**src/rtl/modulo_sensor_spi_if.sv**
```systemverilog
// Bus bundle between system logic, the SPI master and the sensor pins.
// The master modport is the controller's view; slave is the environment's view.
interface modulo_sensor_spi_if;
  logic       miso;
  logic [7:0] data_in;
  logic       read_en;
  logic       cs;
  logic       sck;
  logic       mosi;
  logic [7:0] data_out;
  logic [7:0] contador;

  modport master (
    input  miso, data_in, read_en,
    output cs, sck, mosi, data_out, contador
  );

  modport slave (
    output miso, data_in, read_en,
    input  cs, sck, mosi, data_out, contador
  );
endinterface

```
**src/rtl/modulo_sensor_spi.sv**
```systemverilog
// Free-running SPI mode-0 master: back-to-back write (8-bit) or command+read
// (16-bit) frames separated by an idle gap, with a completed-frame counter.
module modulo_sensor_spi #(
  parameter int unsigned CLK_DIV     = 2,
  parameter int unsigned IDLE_CYCLES = 4
) (
  input logic                  clk,
  input logic                  reset,
  modulo_sensor_spi_if.master  bus
);

  typedef enum logic [1:0] {
    IDLE  = 2'd0,
    SETUP = 2'd1,
    SHIFT = 2'd2,
    HOLD  = 2'd3
  } state_e;

  localparam logic [8:0] HALF_LAST = 9'(CLK_DIV - 1);
  localparam logic [8:0] BIT_LAST  = 9'(2 * CLK_DIV - 1);
  localparam logic [8:0] IDLE_LAST = 9'(IDLE_CYCLES - 1);

  state_e      state_q, state_d;
  logic [8:0]  cnt_q, cnt_d;
  logic [4:0]  bit_q, bit_d;
  logic [15:0] shift_q, shift_d;
  logic [7:0]  rx_q, rx_d;
  logic        rd_q, rd_d;
  logic        cs_q, cs_d;
  logic        sck_q, sck_d;
  logic        mosi_q, mosi_d;
  logic [7:0]  data_out_q, data_out_d;
  logic [7:0]  contador_q, contador_d;
  logic [4:0]  bit_last_s;

  assign bit_last_s = rd_q ? 5'd15 : 5'd7;

  // Next-state and next-output logic; outputs are computed one edge ahead so they leave flops.
  always_comb begin
    state_d    = state_q;
    cnt_d      = cnt_q + 9'd1;
    bit_d      = bit_q;
    shift_d    = shift_q;
    rx_d       = rx_q;
    rd_d       = rd_q;
    cs_d       = cs_q;
    sck_d      = sck_q;
    mosi_d     = mosi_q;
    data_out_d = data_out_q;
    contador_d = contador_q;

    case (state_q)
      IDLE: begin
        cs_d   = 1'b1;
        sck_d  = 1'b0;
        mosi_d = 1'b0;
        if (cnt_q == IDLE_LAST) begin
          state_d = SETUP;
          cnt_d   = 9'd0;
          bit_d   = 5'd0;
          shift_d = {bus.data_in, 8'h00};
          rd_d    = bus.read_en;
          cs_d    = 1'b0;
          mosi_d  = bus.data_in[7];
        end else begin
          state_d = IDLE;
        end
      end

      SETUP: begin
        if (cnt_q == HALF_LAST) begin
          state_d = SHIFT;
          cnt_d   = 9'd0;
        end else begin
          state_d = SETUP;
        end
      end

      SHIFT: begin
        // End of the high phase is the sck falling edge: advance mosi or finish.
        if (cnt_q == BIT_LAST) begin
          cnt_d = 9'd0;
          sck_d = 1'b0;
          if (bit_q == bit_last_s) begin
            state_d = HOLD;
            mosi_d  = 1'b0;
          end else begin
            bit_d   = bit_q + 5'd1;
            shift_d = {shift_q[14:0], 1'b0};
            mosi_d  = shift_q[14];
          end
        end else if (cnt_q == HALF_LAST) begin
          sck_d = 1'b1;
          rx_d  = {rx_q[6:0], bus.miso};
        end else begin
          sck_d = sck_q;
        end
      end

      HOLD: begin
        if (cnt_q == HALF_LAST) begin
          state_d    = IDLE;
          cnt_d      = 9'd0;
          cs_d       = 1'b1;
          contador_d = contador_q + 8'd1;
          if (rd_q) begin
            data_out_d = rx_q;
          end else begin
            data_out_d = data_out_q;
          end
        end else begin
          state_d = HOLD;
        end
      end

      default: begin
        state_d = IDLE;
        cnt_d   = 9'd0;
        cs_d    = 1'b1;
        sck_d   = 1'b0;
        mosi_d  = 1'b0;
      end
    endcase
  end

  // State and output registers with synchronous reset that aborts any frame in flight.
  always_ff @(posedge clk) begin
    if (reset) begin
      state_q    <= IDLE;
      cnt_q      <= 9'd0;
      bit_q      <= 5'd0;
      shift_q    <= 16'h0000;
      rx_q       <= 8'h00;
      rd_q       <= 1'b0;
      cs_q       <= 1'b1;
      sck_q      <= 1'b0;
      mosi_q     <= 1'b0;
      data_out_q <= 8'h00;
      contador_q <= 8'h00;
    end else begin
      state_q    <= state_d;
      cnt_q      <= cnt_d;
      bit_q      <= bit_d;
      shift_q    <= shift_d;
      rx_q       <= rx_d;
      rd_q       <= rd_d;
      cs_q       <= cs_d;
      sck_q      <= sck_d;
      mosi_q     <= mosi_d;
      data_out_q <= data_out_d;
      contador_q <= contador_d;
    end
  end

  assign bus.cs       = cs_q;
  assign bus.sck      = sck_q;
  assign bus.mosi     = mosi_q;
  assign bus.data_out = data_out_q;
  assign bus.contador = contador_q;

endmodule

```
**src/flat_wrapper.sv**
```systemverilog
// flat-port wrapper written by rule: the top's interface ports become plain ports
module modulo_sensor_spi_flat 
#(
  parameter int unsigned CLK_DIV     = 2,
  parameter int unsigned IDLE_CYCLES = 4
)
  (clk, reset, bus_miso, bus_data_in, bus_read_en, bus_cs, bus_sck, bus_mosi, bus_data_out, bus_contador);
  modulo_sensor_spi_if bus_i ();
  input logic clk;
  input logic reset;
  input wire logic [$bits(bus_i.miso)-1:0] bus_miso;
  input wire logic [$bits(bus_i.data_in)-1:0] bus_data_in;
  input wire logic [$bits(bus_i.read_en)-1:0] bus_read_en;
  output wire logic [$bits(bus_i.cs)-1:0] bus_cs;
  output wire logic [$bits(bus_i.sck)-1:0] bus_sck;
  output wire logic [$bits(bus_i.mosi)-1:0] bus_mosi;
  output wire logic [$bits(bus_i.data_out)-1:0] bus_data_out;
  output wire logic [$bits(bus_i.contador)-1:0] bus_contador;
  assign bus_i.miso = bus_miso;
  assign bus_i.data_in = bus_data_in;
  assign bus_i.read_en = bus_read_en;
  assign bus_cs = bus_i.cs;
  assign bus_sck = bus_i.sck;
  assign bus_mosi = bus_i.mosi;
  assign bus_data_out = bus_i.data_out;
  assign bus_contador = bus_i.contador;
  modulo_sensor_spi #(.CLK_DIV(CLK_DIV), .IDLE_CYCLES(IDLE_CYCLES)) u_core (.clk(clk), .reset(reset), .bus(bus_i));
endmodule
```
**config.mk**
```make
export PLATFORM = sky130hd
export DESIGN_NAME = modulo_sensor_spi_flat
export DESIGN_NICKNAME = d
export VERILOG_FILES = /design/src/rtl/modulo_sensor_spi_if.sv /design/src/rtl/modulo_sensor_spi.sv /design/src/flat_wrapper.sv
export SDC_FILE = /design/constraint.sdc
export NUM_CORES = 1
export LEC_CHECK = 0
export CAP_MARGIN = 5
export CORE_ASPECT_RATIO = 1.75
export CORE_MARGIN = 2
export CORE_UTILIZATION = 40
export DETAILED_ROUTE_END_ITERATION = 6
export GPL_TIMING_DRIVEN = 0
export MAX_ROUTING_LAYER = met4
export SYNTH_ARGS = -nofsm -noshare
export SYNTH_HDL_FRONTEND = slang
export SYNTH_SLANG_ARGS = --single-unit
```
**constraint.sdc**
```tcl
create_clock -name clk -period 2.4 [get_ports clk]
set_input_delay 0.36 -clock clk [delete_from_list [all_inputs] [get_ports clk]]
set_output_delay 0.36 -clock clk [all_outputs]
set_load 0.01 [all_outputs]
```
==> impl_metrics.py, run 1 <==
metrics = {
    "die": {
        "rows": 36,
        "die_y_um": 103,
        "die_w_um": 60.6,
        "initial_utilization_pct": 40.8,
        "ios": 31,
        "core_area_um2": 5500,
        "dieArea_um2": 6240,
    },
    "sta": {
        "max_freq_ghz": 0.467,
        "slew_headroom_pct": 59.6,
        "fin_crit_sh_pct": 89.3,
        "finalCriticalPeriod_ps": 2140,
        "final_max_slew_viol_count": 0,
        "setup_violations": 0,
        "hold_viol_final": 0,
        "worst_slew_pin_slew_ps": 606,
        "finalHoldWorstSlack_ps": 493,
        "tns_ps": 0,
        "skew_ps": 10.2,
        "rsz0062_at_grt": "false",
    },
    "routing": {
        "route.detailed.drc": 0,
        "routedWlPerCell_um": 13.6,
        "drt_iter0_drc": 51,
        "vias": 1797,
        "detail_route.first_pass.iterations": 4,
        "antenna_left": 0,
        "viasPerCell": 5.12,
        "routed_wl_um": 4760,
    },
    "clocking": {
        "tritoncts": "yes",
        "root_buffer": "clkbuf_8",
        "cts_hold_buf": 0,
        "clockBufferDepth": 2,
        "path_clk_slew_ps": 90,
        "ctsHtreeMaxLevel": 2,
        "cts_buffers": 5,
        "clock_latency_ps": 310,
        "clkSinkCount": 51,
    },
    "final_layout": {
        "fin_area_um2": 2770,
        "areaGrowthSynthToFinish_pct": 23.3,
        "n_antenna_cell": 0,
        "final_nets": 290,
        "final_layout_size_suffix_gt1_share_pct": 10.2,
    },
    "yosys": {
        "ys_top_cells_by_count": "51 x dfxtp_1, 35 x nor2_1, 25 x mux2i_1",
        "ys.flop_type": "dfxtp_1",
        "avgSynthCellArea_um2": 9.50,
        "seq_area_frac_synth_pct": 45.5,
        "netlist_area_um2": 2240,
        "synthTopCellsByArea": "dfxtp_1 46%, mux2i_1 11%, nor2_1 5.9%",
        "yosysTopAreaCell": "dfxtp_1",
        "synth.distinct_cells": 41,
        "synth-edff-count": 0,
        "synth.most_common_cell": "dfxtp_1",
        "syn-num-nets": 252,
        "yosys_warnings": 0,
        "syn_inst": 236,
        "synthArstFlopShare_pct": 0,
        "yosys_register_bits": 51,
        "synth.top_cell.area_share_pct": 45.5,
    },
    "status": {
        "status": "complete, no violations",
    },
    "global_routing": {
        "antenna_found_initial": 0,
        "grt_pass1_vias": 1833,
        "grt_max_degree": 17,
        "grt_pass1_wl_um": 8290,
        "overflow": 0,
        "grtUsageTotal_pct": 18.0,
    },
    "worst_setup_path": {
        "end_kind": "flip-flop",
        "path_max_fanout": 10,
        "worstPathRequired_ps": 2600,
        "cp.arrival_ps": 2340,
        "crit_type": "flip-flop to flip-flop",
        "crit_path_start_kind": "flip-flop",
    },
    "power": {
        "peakVddDrop_mv": 0.445,
        "cellPowerDensity_nw_per_um2": 559,
        "p_total_mw": 1.55,
        "p_leak_nw": 1.07,
    },
    "placed_design": {
        "place_area_um2": 2640,
        "gp_congestion": 0.728,
        "port_buffers": 30,
        "place_hpwl_um": 3630,
    },
    "worst_hold_path": {
        "hp-class": "flip-flop to flip-flop",
    },
    "run": {
        "cap_violations": 0,
    },
}
[per-layer routing]
| layer | share of wire [%] | vias to the layer above | GRT usage, % | wire (µm) |
|---|---|---|---|---|
| met5 | 0 | - | - | 0 |
| li1 | - | 924 | - | - |
| met3 | 2.6 | 7 | 2.63 | 124 |
| met1 | 40 | 841 | 19.3 | 1900 |
| met4 | 1.9 | 0 | 7.02 | 91 |
| met2 | 55 | 25 | 32.3 | 2640 |
[cell families after synthesis]
logic type	Yosys count	share of synthesized area [%]
simple gates	93	22.4
flops	51	45.5
compound gates	33	10.4
mux	25	11.2
buf+inv	17	3.18
xor+xnor	13	5.08
fa+ha+maj	4	2.23
[worst max-delay path: stages (launching register included)]
cell       delay (ps)
dfxtp_1           430
ha_1              350
nor4b_4           370
o2111ai_2         290
clkbuf_1          300
a31o_2            300
[metrics by stage]
step | instances | setup slack, ps | utilization, %
floorplan | 236 | 472 | -
global placement | 342 | 33.3 | 48.0
detailed placement | 342 | 15.5 | 48.0
CTS | 350 | 0.0184 | 49.8
global route | 351 | 20.2 | 50.3
finish | 351 | 258 | 50.3
[path summary, 6_finish.rpt]
path / start / slack, ps / endpoint / depth (start not counted)
worst max-delay path: u_core.cnt_q[0] / 260 / u_core.bit_q[1] / 5
worst min-delay path: u_core.shift_q[10] / 490 / u_core.shift_q[10] / 1
worst max register to register: u_core.cnt_q[0] / 260 / u_core.bit_q[1] / 5
worst min register to register: u_core.shift_q[10] / 490 / u_core.shift_q[10] / 1
[timing repair]
item | in CTS | in global routing
gates resized for setup | 0 | 3
setup endpoints to repair | 0 | 18
buffers inserted | 0 | 1
[layout make-up]
type                            instances  area, µm²
Multi-Input combinational cell        168       1170
Tap cell                               76       95.1
Clock inverter                          2       16.3
Buffer                                 12       52.6
Clock buffer                            6       82.6
Fill cell                             571       2730
Sequential cell                        51       1020
Timing Repair Buffer                   31        308
Inverter                                5       18.8
[registers in the layout, indices dropped and copies added, names as in the netlist]
| name | cells |
|---|---|
| u_core.state_q | 2 |
| u_core.bus.sck | 1 |
| u_core.rd_q | 1 |
| u_core.shift_q | 7 |
| u_core.bit_q | 5 |
| u_core.bus.contador | 8 |
| u_core.rx_q | 8 |
| u_core.cnt_q | 9 |
| u_core.bus.mosi | 1 |
| u_core.bus.data_out | 8 |
| u_core.bus.cs | 1 |
[report_power, final]
part	switching, mW	internal, mW
Sequential	0.0134	0.863
Clock	0.284	0.236
Combinational	0.0842	0.0654
Total	0.381	1.16
[cell usage in the layout (no fill, tap or decap), types with 3 or more instances in the layout]
cell type / count
a21oi_1: 9
a31o_2: 8
buf_2: 3
clkbuf_1: 7
clkbuf_8: 6
clkdlybuf4s50_1: 30
dfxtp_1: 51
ha_1: 4
inv_1: 5
mux2i_1: 25
nand2_1: 5
nand3_1: 12
nand4_1: 6
nor2_1: 35
nor3_1: 8
nor4_1: 4
o21ai_0: 7
or3_1: 4
or4_1: 3
xnor2_1: 5
xor2_1: 8
Note: power is estimated with default switching activity, not from simulation.
==> run 2: changes to the inputs <==
--- a/config.mk
+++ b/config.mk
@@ -5,10 +5,12 @@
 export SDC_FILE = /design/constraint.sdc
 export NUM_CORES = 1
 export LEC_CHECK = 0
+export ABC_AREA = 1
 export CAP_MARGIN = 5
 export CORE_ASPECT_RATIO = 1.75
 export CORE_MARGIN = 2
 export CORE_UTILIZATION = 40
+export CTS_CLUSTER_SIZE = 28
 export DETAILED_ROUTE_END_ITERATION = 6
 export GPL_TIMING_DRIVEN = 0
 export MAX_ROUTING_LAYER = met4
==> run 2 against run 1 <==
Effect of this change: fmax up 28%; clock power grew 17%; routed wire length grew 7.8%; hold slack worse by 38 ps; combinational power up 38%; worst setup slack improved by 470 ps; clock skew shrank 2.3 ps; non-clock buffer count decreased by 2; count of clock-buffer cells in the layout is 1 lower; sequential share of layout area decreased by 0.98 points.
==> impl_metrics.py, run 2 <==
metrics = {
    "status": {
        "status": "complete, no violations",
    },
    "global_routing": {
        "overflow": 0,
        "grtUsageTotal_pct": 17.9,
        "antenna_found_initial": 0,
        "grt_pass1_vias": 1954,
        "grt_pass1_wl_um": 8760,
        "grt_max_degree": 17,
    },
    "routing": {
        "viasPerCell": 4.72,
        "drt_iter0_drc": 112,
        "detail_route.first_pass.iterations": 4,
        "routed_wl_um": 5140,
        "routedWlPerCell_um": 11.7,
        "antenna_left": 0,
        "route.detailed.drc": 0,
        "vias": 2077,
    },
    "sta": {
        "worst_slew_pin_slew_ps": 558,
        "final_max_slew_viol_count": 0,
        "finalCriticalPeriod_ps": 1670,
        "max_freq_ghz": 0.597,
        "tns_ps": 0,
        "slew_headroom_pct": 62.8,
        "setup_violations": 0,
        "finalHoldWorstSlack_ps": 455,
        "hold_viol_final": 0,
        "worst_slack_ps": 726,
        "fin_crit_sh_pct": 69.7,
        "rsz0062_at_grt": "false",
        "skew_ps": 7.84,
    },
    "yosys": {
        "synthTopCellsByArea": "dfxtp_1 44%, nand2_1 13%, nor2_1 8.5%",
        "avgSynthCellArea_um2": 7.15,
        "synth.top_cell.area_share_pct": 43.8,
        "netlist_area_um2": 2330,
        "syn_inst": 326,
        "seq_area_frac_synth_pct": 43.8,
        "synthArstFlopShare_pct": 0,
        "synth-edff-count": 0,
        "synthMuxAreaShare_pct": 0,
        "ys_top_cells_by_count": "81 x nand2_1, 53 x nor2_1, 51 x dfxtp_1",
        "yosys_warnings": 0,
        "synth_compound_area_share_pct": 9.60,
        "syn-num-nets": 342,
        "synth-adder-area-share_pct": 2.15,
        "synth.distinct_cells": 26,
        "synth-simple-area-share_pct": 33.0,
        "synth_top_family_by_area": "simple AND/OR/NAND/NOR gates",
        "synth_xor_area_share_pct": 3.38,
        "ys.flop_type": "dfxtp_1",
        "synth.most_common_cell": "nand2_1",
        "yosysTopAreaCell": "dfxtp_1",
        "yosys_register_bits": 51,
    },
    "power": {
        "p_leak_nw": 1.11,
        "comb_power_share_pct": 12.1,
        "peakVddDrop_mv": 0.409,
        "p_total_mw": 1.71,
        "p_int_mw": 1.27,
        "cellPowerDensity_nw_per_um2": 603,
        "power.net_switching_mw": 0.446,
        "power_frac_clock_pct": 35.5,
        "power_frac_seq_pct": 52.4,
        "swShare_pct": 26.0,
    },
    "placed_design": {
        "place_hpwl_um": 3920,
        "gp_congestion": 0.878,
        "place_area_um2": 2730,
        "dpl.cell_count": 432,
        "place_ws_ps": 588,
        "port_buffers": 30,
    },
    "final_layout": {
        "largest_register_ffs": 9,
        "final_layout_size_suffix_gt1_share_pct": 6.04,
        "final_nets": 379,
        "areaGrowthSynthToFinish_pct": 21.8,
        "fin_area_um2": 2840,
        "top_register": "u_core.cnt_q",
        "final_common_cell": "nand2_1",
        "final_cells": 440,
        "utilization_pct": 50.9,
        "fillCellCount": 593,
        "n_antenna_cell": 0,
        "mostFrequentLayoutCells": "81 x nand2_1, 53 x nor2_1, 51 x dfxtp_1",
    },
    "worst_setup_path": {
        "worstPathRequired_ps": 2610,
        "slowest_delay_ps": 390,
        "path_common_cell": "nor2_1",
        "path_cells": "ha_1, inv_1, nor2_1, nand2_1, nor2_4, nand3_4, buf_4, nor2_1, nor2_1",
        "cp.arrival_ps": 1880,
        "path_max_fanout": 10,
        "crit_path_start_kind": "flip-flop",
        "crit_type": "flip-flop to flip-flop",
        "critPathSlowestCell": "dfxtp_1",
        "end_kind": "flip-flop",
    },
    "die": {
        "die_y_um": 105,
        "initial_utilization_pct": 41.8,
        "core_area_um2": 5590,
        "die_w_um": 61.7,
        "dieArea_um2": 6480,
        "rows": 36,
        "ios": 31,
    },
    "clocking": {
        "root_buffer": "clkbuf_8",
        "cts_buffers": 5,
        "clkSinkCount": 51,
        "ctsResizeCount": 0,
        "ctsHtreeMaxLevel": 2,
        "clock_latency_ps": 310,
        "path_clk_slew_ps": 100,
        "clockBufferDepth": 2,
        "post_cts_buffers": 0,
        "tritoncts": "yes",
        "cts_hold_buf": 0,
    },
    "worst_hold_path": {
        "hp-class": "flip-flop to flip-flop",
    },
    "run": {
        "cap_violations": 0,
    },
}
## run 2: cell types whose count changed in the layout (fill, tap and decap cells not counted), moves of 5 or more
cell / delta
a21oi_1: +18
a31o_2: -8
inv_1: +27
mux2i_1: -25
nand2_1: +76
nand3_1: +8
nand4_1: +7
nor2_1: +18
nor3_1: -8
o21ai_0: +5
## run 2: path summary, 6_finish.rpt
check	from	to	slack, ps	depth (start not counted)
setup reg to reg	u_core.cnt_q[0]	u_core.shift_q[12]	730	9
hold / removal	u_core.bus.sck	u_core.bus.sck	450	2
setup / recovery	u_core.cnt_q[0]	u_core.shift_q[12]	730	9
hold reg to reg	u_core.bus.sck	u_core.bus.sck	450	2
## run 2: layout make-up
cell class	instances	area (µm²)	area share [%]
multi-input cells	231	1120	39.6
flip-flops and latches	51	1020	35.9
repair buffers	30	300	10.6
inverters	33	124	4.36
well taps	76	95.1	3.35
clock buffers	5	68.8	2.42
plain buffers	11	63.8	2.25
clock inverters	3	43.8	1.54
## run 2: critical path: cells and delay by family (launching register included)
family                     cells  cell delay (ps)
adders and majority gates      1              250
buffers and inverters          2              270
DFF                            1              390
and+or+nand+nor                6              670
## run 2: cell families after synthesis
kind of cell / count (synthesis)
fa+ha+maj: 4
simple gates: 175
compound gates: 43
xor+xnor: 9
buf+inv: 44
flops: 51
## run 2: power groups by stage
stage	clock, mW	combinational, mW	sequential [mW]
after CTS	0.623	0.211	0.898
after detailed placement	0	0.210	0.917
final	0.608	0.207	0.897
after global routing	0.652	0.242	0.901
after global placement	0	0.208	0.917
after floorplan	0	0.145	0.914
## run 2: per-layer routing
layer / global-route usage, % / wire, µm
met1: 20.8 / 2190
met2: 31.0 / 2750
met3: 2.35 / 132
met4: 4.56 / 64
met5: - / 0
==> run 3: changes to the inputs <==
==> constraint.sdc (replaced) <==
create_clock -name clk -period 1.4 [get_ports clk]
set_input_delay 0.21 -clock clk [delete_from_list [all_inputs] [get_ports clk]]
set_output_delay 0.21 -clock clk [all_outputs]
set_load 0.01 [all_outputs]
==> run 3 against run 2 <==
Effect of this change: the flow now finishes with violations (setup timing); first-iteration DRC count down 44%; combinational power rose to 2.9 times the previous value; critical path depth unchanged; routed wire length up 17%; via count up 10%; clock skew up 4.4 ps; sequential power up 74%; worst setup slack worse by 790 ps; hold slack better by 9.3 ps; sequential share of layout area down 4.8 points; largest power group unchanged.
==> impl_metrics.py, run 3 (synthesis gave the netlist of run 2 again) <==
metrics = {
    "worst_setup_path": {
        "slowest_delay_ps": 380,
        "worstPathRequired_ps": 1600,
        "critPathSlowestCell": "dfxtp_4",
        "cp_top_family": "simple AND/OR/NAND/NOR gates",
        "end_kind": "flip-flop",
        "crit_type": "flip-flop to flip-flop",
        "path_cells": "ha_4, inv_2, nor2_2, nand2_2, nor2_4, buf_4, nand3_2, o21ai_0, a21oi_1",
        "crit_buf_inv": 2,
        "cp.arrival_ps": 1660,
        "path_max_fanout": 4,
        "crit_path_start_kind": "flip-flop",
    },
    "power": {
        "comb_power_share_pct": 19.8,
        "p_int_mw": 2.13,
        "power.net_switching_mw": 0.858,
        "swShare_pct": 28.7,
        "p_leak_nw": 1.44,
        "peakVddDrop_mv": 0.534,
        "power_frac_clock_pct": 28.1,
        "power_frac_seq_pct": 52.1,
        "p_total_mw": 2.99,
        "cellPowerDensity_nw_per_um2": 892,
    },
    "sta": {
        "setup_violations": 14,
        "finalHoldWorstSlack_ps": 464,
        "final_max_slew_viol_count": 0,
        "worst_slew_pin_slew_ps": 618,
        "hold_viol_final": 0,
        "finalCriticalPeriod_ps": 1470,
        "tns_ps": -632,
        "rsz0062_at_grt": "true",
        "fin_crit_sh_pct": 105,
        "skew_ps": 12.3,
        "max_freq_ghz": 0.681,
        "worst_slack_ps": -68.1,
        "slew_headroom_pct": 58.8,
    },
    "routing": {
        "route.detailed.drc": 0,
        "antenna_left": 0,
        "viasPerCell": 4.93,
        "detail_route.first_pass.iterations": 4,
        "drt_iter0_drc": 63,
        "routedWlPerCell_um": 13.0,
        "vias": 2289,
        "routed_wl_um": 6010,
    },
    "run": {
        "cap_violations": 0,
    },
    "global_routing": {
        "overflow": 0,
        "grtUsageTotal_pct": 20.0,
        "grt_pass1_vias": 2179,
        "grt_pass1_wl_um": 9600,
        "antenna_found_initial": 0,
        "grt_max_degree": 16,
    },
    "worst_hold_path": {
        "hp-class": "flip-flop to flip-flop",
    },
    "placed_design": {
        "place_ws_ps": -310,
        "port_buffers": 30,
        "place_hpwl_um": 3980,
        "gp_congestion": 0.863,
        "place_area_um2": 2750,
        "dpl.cell_count": 432,
    },
    "final_layout": {
        "final_common_cell": "nand2_1",
        "utilization_pct": 60.0,
        "n_antenna_cell": 0,
        "areaGrowthSynthToFinish_pct": 43.7,
        "final_cells": 464,
        "fin_area_um2": 3350,
        "final_nets": 403,
        "mostFrequentLayoutCells": "64 x nand2_1, 39 x nor2_1, 39 x dfxtp_1",
        "largest_register_ffs": 9,
        "fillCellCount": 541,
        "final_layout_size_suffix_gt1_share_pct": 28.4,
        "top_register": "u_core.cnt_q",
    },
    "die": {
        "rows": 36,
        "ios": 31,
        "core_area_um2": 5590,
        "initial_utilization_pct": 41.8,
        "die_w_um": 61.7,
        "die_y_um": 105,
        "dieArea_um2": 6480,
    },
    "clocking": {
        "root_buffer": "clkbuf_8",
        "path_clk_slew_ps": 90,
        "tritoncts": "yes",
        "ctsHtreeMaxLevel": 2,
        "clkSinkCount": 51,
        "clock_latency_ps": 310,
        "cts_buffers": 5,
        "cts_hold_buf": 0,
        "clockBufferDepth": 2,
    },
    "status": {
        "violations": "setup timing",
        "status": "finished with violations",
    },
}
==> run 3: changes by cell type in the layout (fill, tap and decap cells not counted), sizes merged, moves of 2 or more <==
cell           before  now
dlymetal6s2s        0    7
clkdlybuf4s50      30   11
buf                 7   28
nand3              23   25
dlygate4sd2         0   12
clkbuf              9   11
==> run 3: path summary, 6_finish.rpt <==
| kind | startpoint | slack (ps) | depth (start not counted) | endpoint |
|---|---|---|---|---|
| hold reg to reg | u_core.bus.data_out[7] | 460 | 2 | u_core.bus.data_out[7] |
| setup reg to reg | u_core.cnt_q[1] | -70 | 9 | u_core.rd_q |
| setup / recovery | u_core.cnt_q[1] | -70 | 9 | u_core.rd_q |
| hold / removal | u_core.bus.data_out[7] | 460 | 2 | u_core.bus.data_out[7] |
==> run 3: final cells by class <==
cell class	count	area [µm²]	share of cell area, %
buffer	11	85.1	2.54
clock buffer	6	72.6	2.16
clock inverter	2	12.5	0.373
inverter	33	124	3.70
multi-input combinational	233	1390	41.4
sequential	51	1040	31.1
tap	76	95.1	2.84
timing repair buffer	52	531	15.8
==> run 3: power groups by stage <==
stage	sequential (mW)	combinational, mW	clock (mW)
CTS	1.55	0.485	0.859
global placement	1.58	0.360	0
finish	1.56	0.592	0.841
detailed placement	1.58	0.366	0
floorplan	1.57	0.253	0
global route	1.56	0.654	0.906
==> run 3: routing by layer <==
metal,part of all wire [%],global-route usage (%),wire length [µm]
met5,0,-,0
met4,3.3,8.81,201
met3,2.8,3.59,167
met2,55,34.9,3320
met1,39,20.5,2330
==> run 3: tightest hold or removal path, stage by stage (launching register included) <==
cell and delay (ps):
dfxtp_1 320, nand2_1 60, a21oi_1 50
==> run 3: what timing repair did <==
item,4_1_cts,5_1_grt
endpoints found under the setup margin,56,52
gates resized for setup,66,52
buffers inserted,15,5
cloned,3,1
pin swaps,16,27
